`src/rtl/div_issue_if.sv`:
```
// Request/result handshake bundle between controller logic and the divide issue stage.
// Master drives requests and accepts results; slave is the issue stage.
interface div_issue_if #(
   parameter int TAG_W = 4
);
   logic             in_valid;
   logic             in_ready;
   logic [7:0]       in_lop;
   logic [7:0]       in_rop;
   logic [TAG_W-1:0] in_tag;
   logic             out_valid;
   logic             out_ready;
   logic [7:0]       out_quot;
   logic [7:0]       out_mod;
   logic [TAG_W-1:0] out_tag;
   logic             out_dbz;

   modport master (
      output in_valid, in_lop, in_rop, in_tag, out_ready,
      input  in_ready, out_valid, out_quot, out_mod, out_tag, out_dbz
   );

   modport slave (
      input  in_valid, in_lop, in_rop, in_tag, out_ready,
      output in_ready, out_valid, out_quot, out_mod, out_tag, out_dbz
   );
endinterface

```
`src/rtl/div_issue_stage.sv`:
```
// Request FIFO in front of a combinational 8-bit divider with a registered,
// tagged result, divide-by-zero interception and a saturating error count.
module div_issue_stage #(
   parameter int DEPTH = 4,
   parameter int TAG_W = 4
) (
   input  logic                     clk,
   input  logic                     reset,
   div_issue_if.slave               bus,
   output logic [7:0]               div_lop,
   output logic [7:0]               div_rop,
   input  logic [7:0]               div_quot,
   input  logic [7:0]               div_mod,
   output logic [7:0]               dbz_count,
   output logic [$clog2(DEPTH):0]   occupancy
);
   localparam int PW = $clog2(DEPTH);
   localparam logic [PW:0] FULL = (PW+1)'(DEPTH);

   logic [7:0]       lop_q [DEPTH];
   logic [7:0]       rop_q [DEPTH];
   logic [TAG_W-1:0] tag_q [DEPTH];
   logic [PW-1:0]    rd_ptr;
   logic [PW-1:0]    wr_ptr;
   logic             push;
   logic             issue;
   logic             nonempty;
   logic [7:0]       head_lop;
   logic [7:0]       head_rop;
   logic [TAG_W-1:0] head_tag;

   assign nonempty    = (occupancy != '0);
   assign bus.in_ready = (occupancy != FULL);
   assign push        = bus.in_valid && bus.in_ready;
   assign issue       = nonempty && (!bus.out_valid || bus.out_ready);

   assign head_lop = lop_q[rd_ptr];
   assign head_rop = rop_q[rd_ptr];
   assign head_tag = tag_q[rd_ptr];

   assign div_lop = nonempty ? head_lop : 8'h00;
   assign div_rop = nonempty ? head_rop : 8'h00;

   always_ff @(posedge clk) begin
      if (push) begin
         lop_q[wr_ptr] <= bus.in_lop;
         rop_q[wr_ptr] <= bus.in_rop;
         tag_q[wr_ptr] <= bus.in_tag;
      end
   end

   always_ff @(posedge clk) begin
      if (reset) begin
         rd_ptr        <= '0;
         wr_ptr        <= '0;
         occupancy     <= '0;
         bus.out_valid <= 1'b0;
         bus.out_quot  <= 8'h00;
         bus.out_mod   <= 8'h00;
         bus.out_tag   <= '0;
         bus.out_dbz   <= 1'b0;
         dbz_count     <= 8'h00;
      end else begin
         if (push)
            wr_ptr <= wr_ptr + PW'(1);
         if (issue)
            rd_ptr <= rd_ptr + PW'(1);

         case ({push, issue})
            2'b10:   occupancy <= occupancy + 1'b1;
            2'b01:   occupancy <= occupancy - 1'b1;
            default: occupancy <= occupancy;
         endcase

         // zero divisor: divider output is ignored, quotient forced to all-ones
         if (issue) begin
            bus.out_valid <= 1'b1;
            bus.out_tag   <= head_tag;
            if (head_rop == 8'h00) begin
               bus.out_quot <= 8'hFF;
               bus.out_mod  <= head_lop;
               bus.out_dbz  <= 1'b1;
               if (dbz_count != 8'hFF)
                  dbz_count <= dbz_count + 8'd1;
            end else begin
               bus.out_quot <= div_quot;
               bus.out_mod  <= div_mod;
               bus.out_dbz  <= 1'b0;
            end
         end else if (bus.out_ready) begin
            bus.out_valid <= 1'b0;
         end
      end
   end
endmodule

```
`src/flat_wrapper.sv`:
```
// flat-port wrapper written by rule: the top's interface ports become plain ports
module div_issue_stage_flat 
#(
   parameter int DEPTH = 4,
   parameter int TAG_W = 4
)
  (clk, reset, div_lop, div_rop, div_quot, div_mod, dbz_count, occupancy, bus_in_valid, bus_in_lop, bus_in_rop, bus_in_tag, bus_out_ready, bus_in_ready, bus_out_valid, bus_out_quot, bus_out_mod, bus_out_tag, bus_out_dbz);
  div_issue_if #(.TAG_W(TAG_W)) bus_i ();
  input  logic clk;
  input  logic reset;
  output logic [7:0] div_lop;
  output logic [7:0] div_rop;
  input  logic [7:0] div_quot;
  input  logic [7:0] div_mod;
  output logic [7:0] dbz_count;
  output logic [$clog2(DEPTH):0] occupancy;
  input wire logic [$bits(bus_i.in_valid)-1:0] bus_in_valid;
  input wire logic [$bits(bus_i.in_lop)-1:0] bus_in_lop;
  input wire logic [$bits(bus_i.in_rop)-1:0] bus_in_rop;
  input wire logic [$bits(bus_i.in_tag)-1:0] bus_in_tag;
  input wire logic [$bits(bus_i.out_ready)-1:0] bus_out_ready;
  output wire logic [$bits(bus_i.in_ready)-1:0] bus_in_ready;
  output wire logic [$bits(bus_i.out_valid)-1:0] bus_out_valid;
  output wire logic [$bits(bus_i.out_quot)-1:0] bus_out_quot;
  output wire logic [$bits(bus_i.out_mod)-1:0] bus_out_mod;
  output wire logic [$bits(bus_i.out_tag)-1:0] bus_out_tag;
  output wire logic [$bits(bus_i.out_dbz)-1:0] bus_out_dbz;
  assign bus_i.in_valid = bus_in_valid;
  assign bus_i.in_lop = bus_in_lop;
  assign bus_i.in_rop = bus_in_rop;
  assign bus_i.in_tag = bus_in_tag;
  assign bus_i.out_ready = bus_out_ready;
  assign bus_in_ready = bus_i.in_ready;
  assign bus_out_valid = bus_i.out_valid;
  assign bus_out_quot = bus_i.out_quot;
  assign bus_out_mod = bus_i.out_mod;
  assign bus_out_tag = bus_i.out_tag;
  assign bus_out_dbz = bus_i.out_dbz;
  div_issue_stage #(.DEPTH(DEPTH), .TAG_W(TAG_W)) u_core (.clk(clk), .reset(reset), .bus(bus_i), .div_lop(div_lop), .div_rop(div_rop), .div_quot(div_quot), .div_mod(div_mod), .dbz_count(dbz_count), .occupancy(occupancy));
endmodule
```
`config.mk`:
```
export PLATFORM = sky130hd
export DESIGN_NAME = div_issue_stage_flat
export DESIGN_NICKNAME = d
export VERILOG_FILES = /design/src/rtl/div_issue_if.sv /design/src/rtl/div_issue_stage.sv /design/src/flat_wrapper.sv
export SDC_FILE = /design/constraint.sdc
export NUM_CORES = 1
export LEC_CHECK = 0
export BUFFER_PORTS_ARGS = -buffer_cell sky130_fd_sc_hd__buf_2
export CELL_PAD_IN_SITES_DETAIL_PLACEMENT = 0
export CELL_PAD_IN_SITES_GLOBAL_PLACEMENT = 2
export CORE_MARGIN = 2
export CORE_UTILIZATION = 38
export DETAILED_ROUTE_END_ITERATION = 10
export GPL_TIMING_DRIVEN = 0
export PLACE_DENSITY_LB_ADDON = 0.1
export SYNTH_ARGS = -nofsm -noshare
export SYNTH_HDL_FRONTEND = slang
export SYNTH_SLANG_ARGS = --single-unit
```
`constraint.sdc`:
```
create_clock -name clk -period 3.4 [get_ports clk]
set_input_delay 0.34 -clock clk [delete_from_list [all_inputs] [get_ports clk]]
set_output_delay 0.34 -clock clk [all_outputs]
set_load 0.05 [all_outputs]
```
; Word level (Yosys, flattened, before mapping)
; Memory sizes are Yosys's and may differ from the RTL's. A register that Yosys moved wholly into a read port is not among the register bits.
; Cells that the tools add are included.
[word_totals]
ramBits = 80
latchBits = 0
mem_count = 3
output_inout_bits = 50
elab_cells = 43
in_bits = 40
reg_bits = 33
rom_bits = 0
[classes]
shift = 0
n_addsub = 5
n_lt_le_gt_ge = 0
muxes = 14
n_eq_ne = 4
bitwise = 0
n_div = 0
reduce_logical = 9
n_mul = 0
[mem_list]
columns = memory, depth, width, read_ports, rd_ports_with_merged_regs, write_ports, line_no
row1 = u_core.lop_q, 4, 8, 1, 1, 1, div_issue_stage.sv:20  ; logic [7:0] lop_q [DEPTH];
row2 = u_core.rop_q, 4, 8, 1, 1, 1, div_issue_stage.sv:21  ; logic [7:0] rop_q [DEPTH];
row3 = u_core.tag_q, 4, 4, 1, 1, 1, div_issue_stage.sv:22  ; logic [TAG_W-1:0] tag_q [DEPTH];
[ops]
columns = operator, n
row1 = two-way mux 8 bit, 4
row2 = "adder 8 x 1 -> 8 bit, second input constant", 1
row3 = zero test 8 bit, 1
row4 = two-way mux 2 bit, 4
row5 = "inequality test 8 bit, second input constant", 1
row6 = case mux 3 bit (2 select lines), 1
row7 = two-way mux 1 bit, 5
row8 = "adder 2 x 1 -> 2 bit, second input constant", 2
row9 = nonzero test 2 bit, 2
row10 = "adder 3 x 1 -> 3 bit, second input constant", 1
row11 = "inequality test 3 bit, second input constant", 1
row12 = AND reduction 3 bit, 1
row13 = nonzero test 3 bit, 1
row14 = "subtractor 3 x 1 -> 3 bit, second input constant", 1
row15 = "equality test 2 x 1 -> 1 bit, second input constant", 1
row16 = "equality test 2 bit, second input constant", 1
row17 = logical AND 1 bit, 2
row18 = zero test 1 bit, 1
row19 = logical OR 1 bit, 1

; Longest topological paths before layout
[depth]
depth_word = 5
mapped_depth = 10
ltp_nobuf = 10

; Least setup slack after synthesis
; Ideal clock, no wire load.
[synth_path]
path_kind = flip-flop to flip-flop
startpoint = register u_core.occupancy[2]
endpoint = register u_core.occupancy[2]
stages_incl_launch_ff = 10
path_buffers = 0
required_time_ps = 3329
path_slack_ps = 459
setup_time_ps = 71
arrival_ps = 2870
synth_period_minus_slack_ps = 2941
cell_sequence = dfxtp_1 > nand3_1 > and2_1 > inv_1 > ha_1 > inv_1 > fa_1 > xor2_1 > or3_1 > a21oi_1
[synth_between]
elab_chain_cells = 4
word_cells_on_any_way = 10
classes_between = add/sub (2) / eq/ne (3) / mux (1) / reduce/logical (4)
[synth_rtl]
columns = item, line_no
row1 = "start, declared", div_issue_stage.sv:15  ; output logic [$clog2(DEPTH):0] occupancy
row2 = "start signal, assigned", div_issue_stage.sv:70  ; 2'b10: occupancy <= occupancy + 1'b1;
row3 = "start signal, assigned", div_issue_stage.sv:71  ; 2'b01: occupancy <= occupancy - 1'b1;
row4 = "start signal, assigned", div_issue_stage.sv:72  ; default: occupancy <= occupancy;
row5 = inequality test 3 bit *, div_issue_stage.sv:33  ; assign bus.in_ready = (occupancy != FULL);
row6 = named net bus_in_ready, flat_wrapper.sv:22  ; output wire logic [$bits(bus_i.in_ready)-1:0] bus_in_ready;
row7 = logical AND 1 bit *, div_issue_stage.sv:34  ; assign push = bus.in_valid && bus.in_ready;
row8 = equality test 2 x 1 -> 1 bit or equality test 2 bit (tied branches), div_issue_stage.sv:69  ; case ({push, issue})
row9 = case mux 3 bit (2 select lines) or nonzero test 2 bit (tied branches), --
; Mark *: on every way through the listed nets, which the timed path passes. The rest lies on a longest branch.
; A chain may end at the register's enable or synchronous reset.

; Worst setup path after layout
[layout_path]
startpoint = register u_core.occupancy[2]
endpoint = register u_core.occupancy[2]
[layout_between]
elab_chain_cells = 4
word_cells_on_any_way = 10
classes_between = add/sub (2) / eq/ne (3) / mux (1) / reduce/logical (4)
[layout_rtl]
columns = item, line_no
row1 = nonzero test 3 bit *, div_issue_stage.sv:32  ; assign nonempty = (occupancy != '0);
row2 = logical AND 1 bit *, div_issue_stage.sv:35  ; assign issue = nonempty && (!bus.out_valid || bus.out_ready);
row3 = named net u_core.issue, div_issue_stage.sv:26  ; logic issue;
row4 = equality test 2 x 1 -> 1 bit or equality test 2 bit (tied branches), div_issue_stage.sv:69
row5 = case mux 3 bit (2 select lines) or nonzero test 2 bit (tied branches), --
; Marked as above.

==> flow_metrics.tcl <==
set metrics [dict create \
    status "completed" \
    yosys_warnings 0 \
    hold_violations 0 \
    min_path_type "input port to flip-flop" \
    regToRegSetupSlack_ps 510 \
    finalCriticalPeriod_ps 2890 \
    drtIter0Drc 195 \
    finalWeightedCongestion 0.729 \
    critical_path_class "flip-flop to flip-flop" \
    post_cts_resized 0 \
    seq_area_frac_synth 0.669 \
    skew_ps 8.45 \
    cp-endpoint "u_core.occupancy[2]$_SDFFE_PP0P_" \
    overflow 0 \
    cts_tree "built" \
    synth_top_cell_by_area "edfxtp_1" \
    max_stage_delay_ps 660 \
    synth_edf_count 80 \
    first_pass_iters 4 \
    p_leak_uw 0.00223 \
    yosysMostFrequentCell "edfxtp_1" \
    place_hpwl_microns 6960 \
    critical_path.startpoint "u_core.occupancy[2]$_SDFFE_PP0P_" \
    postSynthNetCount 378 \
    worstMarginPinSlew_ps 1080 \
    nets 486 \
    dieArea_sq_um 13400 \
    fillers 1130 \
    finalMaxSlewViolations 0 \
    first_global_vias 2951 \
    avgSynthCellArea_sq_um 14.4 \
    synth_top_area_frac 0.505 \
    required_ps 3740 \
    cts_inserted_buffers 17 \
    via_per_inst 4.75 \
    drv_cap 0 \
    slew_headroom 0.280 \
    syn_to_final_growth_pct 25.1 \
    rr_worst_depth 10 \
    wl_per_cell_microns 16.4 \
    grt_setup_unrepaired "no" \
    grt_pass1_wl_microns 15900 \
    synthTopCellsByCount "edfxtp_1 (80), dfxtp_1 (39), nand2_1 (32)" \
    postRouteAntennaNets 0 \
    setup_viol 0 \
    vdd_ir_drop_max_mv 0.454 \
    h-tree-depth 4 \
    cts.sinks 119 \
    ys.flop_type "edfxtp_1" \
    diodes 0 \
    clk_path_buf_depth 2 \
    post-route-period-util 0.849 \
    drive_above_1_share 0.325 \
    path_clk_slew_ps 50 \
    critPathMaxFanout 10 \
    arrival_ps 3230 \
    antenna_found_initial 1 \
    cts_hold_buf 0 \
    yosys_register_bits 119 \
    reg2reg_to "u_core.occupancy[2]$_SDFFE_PP0P_" \
    worstReg2RegStart "u_core.occupancy[2]$_SDFFE_PP0P_" \
    grt_max_degree 21 \
    wl_microns 10200 \
    post_cts_buffers 0 \
    port_buffers 89 \
    grt_use_total 0.164 \
    die-width_microns 116 \
    synth_area_leaders "edfxtp_1 (51%), dfxtp_1 (16%), mux4_2 (9.5%)" \
    worstSkewPairLatency_ps 410 \
    total_power_uw 5920 \
    rows 40 \
    synth.distinct_cells 38 \
    timing.fmax_mhz 346 \
    netlist_instances 331 \
    cp_slowest_cell "nor3_2" \
    drc 0 \
    synth_area_sq_um 4750 \
    start_kind "flip-flop" \
    start_util 0.393 \
    die_h_microns 116 \
    powerDensity_nw_per_um2 995 \
    setup_slack_ps 512 \
    root_buffer "clkbuf_16" \
    core_sq_um 12100 \
    dp_slack_ps 453 \
    crit_chain "nor3_2, nand2b_1, inv_2, clkbuf_1, ha_1, inv_1, fa_1, xor2_1, or3_1, a21oi_1" \
    worst_setup_path_end_kind "flip-flop" \
    ioPinCount 90 \
    async_flop_share 0 \
    vias 2945 \
]
metal layers:
| layer | up-vias | GRT usage | part of all wire |
|---|---|---|---|
| li1 | 1443 | - | - |
| met1 | 1405 | 0.223 | 0.48 |
| met2 | 82 | 0.240 | 0.44 |
| met3 | 13 | 0.0533 | 0.060 |
| met4 | 2 | 0.0762 | 0.016 |
| met5 | - | 0 | 0.0013 |
worst max-delay path: cells and delay by family (launching register included):
family                     cells  cell delay (ps)
AOI/OAI and AO/OA              1              130
and+or+nand+nor                3             1320
buffers and inverters          3              480
adders and majority gates      2              470
DFF                            1              350
xor gates and xnor gates       1               70
worst min path at each step:
| stage | to | depth (start not counted) | slack [ps] | start |
|---|---|---|---|---|
| 2_1_floorplan | u_core.lop_q[0][0]$_DFFE_PP_ | 0 | 440 | bus_in_lop[0] |
| 3_3_place_gp | u_core.bus.out_tag[1]$_SDFFE_PP0P_ | 2 | 440 | u_core.bus.out_tag[1]$_SDFFE_PP0P_ |
| 3_5_place_dp | u_core.bus.out_tag[1]$_SDFFE_PP0P_ | 2 | 460 | u_core.bus.out_tag[1]$_SDFFE_PP0P_ |
| 4_1_cts | u_core.lop_q[0][6]$_DFFE_PP_ | 1 | 130 | bus_in_lop[6] |
| 5_1_grt | u_core.lop_q[0][6]$_DFFE_PP_ | 1 | 130 | bus_in_lop[6] |
| 6_report | u_core.lop_q[0][6]$_DFFE_PP_ | 1 | 150 | bus_in_lop[6] |
sequential cells by signal, indices dropped and copies added (netlist names), named ones only:
signal / cells
u_core.occupancy: 3
u_core.bus.out_dbz: 1
u_core.dbz_count: 8
u_core.lop_q: 32
u_core.bus.out_tag: 4
u_core.bus.out_valid: 1
u_core.wr_ptr: 2
u_core.rd_ptr: 2
u_core.bus.out_quot: 8
u_core.rop_q: 32
u_core.bus.out_mod: 8
u_core.tag_q: 16
cell type report:
cell class                      instances  area (sq um)  share of cell area
Tap cell                              168           210              0.0353
Sequential cell                       119          3180               0.535
Inverter                                9          33.8             0.00568
Clock inverter                          7          57.6             0.00968
Clock buffer                           25           475              0.0799
Multi-Input combinational cell        186          1450               0.244
Timing Repair Buffer                   89           445              0.0749
Buffer                                 17          91.3              0.0154
stage by stage:
stage	TNS (ps)	instances	hold slack, ps	instance area [sq um]	utilization
2_1_floorplan	0	331	439	4750	-
3_3_place_gp	-84.4	588	440	5410	0.447
3_5_place_dp	0	588	457	5420	0.447
4_1_cts	0	620	131	5950	0.491
5_1_grt	0	620	132	5950	0.491
6_report	0	620	147	5950	0.491
layout by cell type (no fill, tap or decap), types with 2 or more instances in the layout:
cell,count
buf_2,90
o21ai_1,2
dfxtp_1,39
a311oi_1,8
xnor2_1,2
and2_1,2
mux4_2,20
nor3_2,2
clkinv_2,4
nand2_1,32
clkbuf_16,17
nand3_1,3
nand2b_1,2
a21oi_1,12
or3_1,3
edfxtp_1,80
mux2_1,4
xor2_1,3
clkbuf_8,2
buf_6,3
buf_1,2
nor2_1,28
nor4_4,2
clkbuf_1,16
nor3_1,20
ha_1,6
nor2b_1,21
nor4_2,2
clkinv_1,3
inv_1,7
and3_1,4
kinds of logic (layout without fill, tap and decap cells):
family	count (synthesis)	after routing	synth area share
fa+ha+maj	7	7	0.0200
compound gates	26	26	0.0353
flops	119	119	0.669
xor+xnor	5	5	0.00921
buf+inv	26	147	0.0263
simple gates	124	124	0.136
mux	24	24	0.104
power breakdown:
part | internal [uW] | switching [uW] | total, uW
Clock | 1030 | 576 | 1610
Combinational | 646 | 1720 | 2370
Sequential | 1830 | 118 | 1950
No activity file was read; power rests on OpenSTA's default activity.
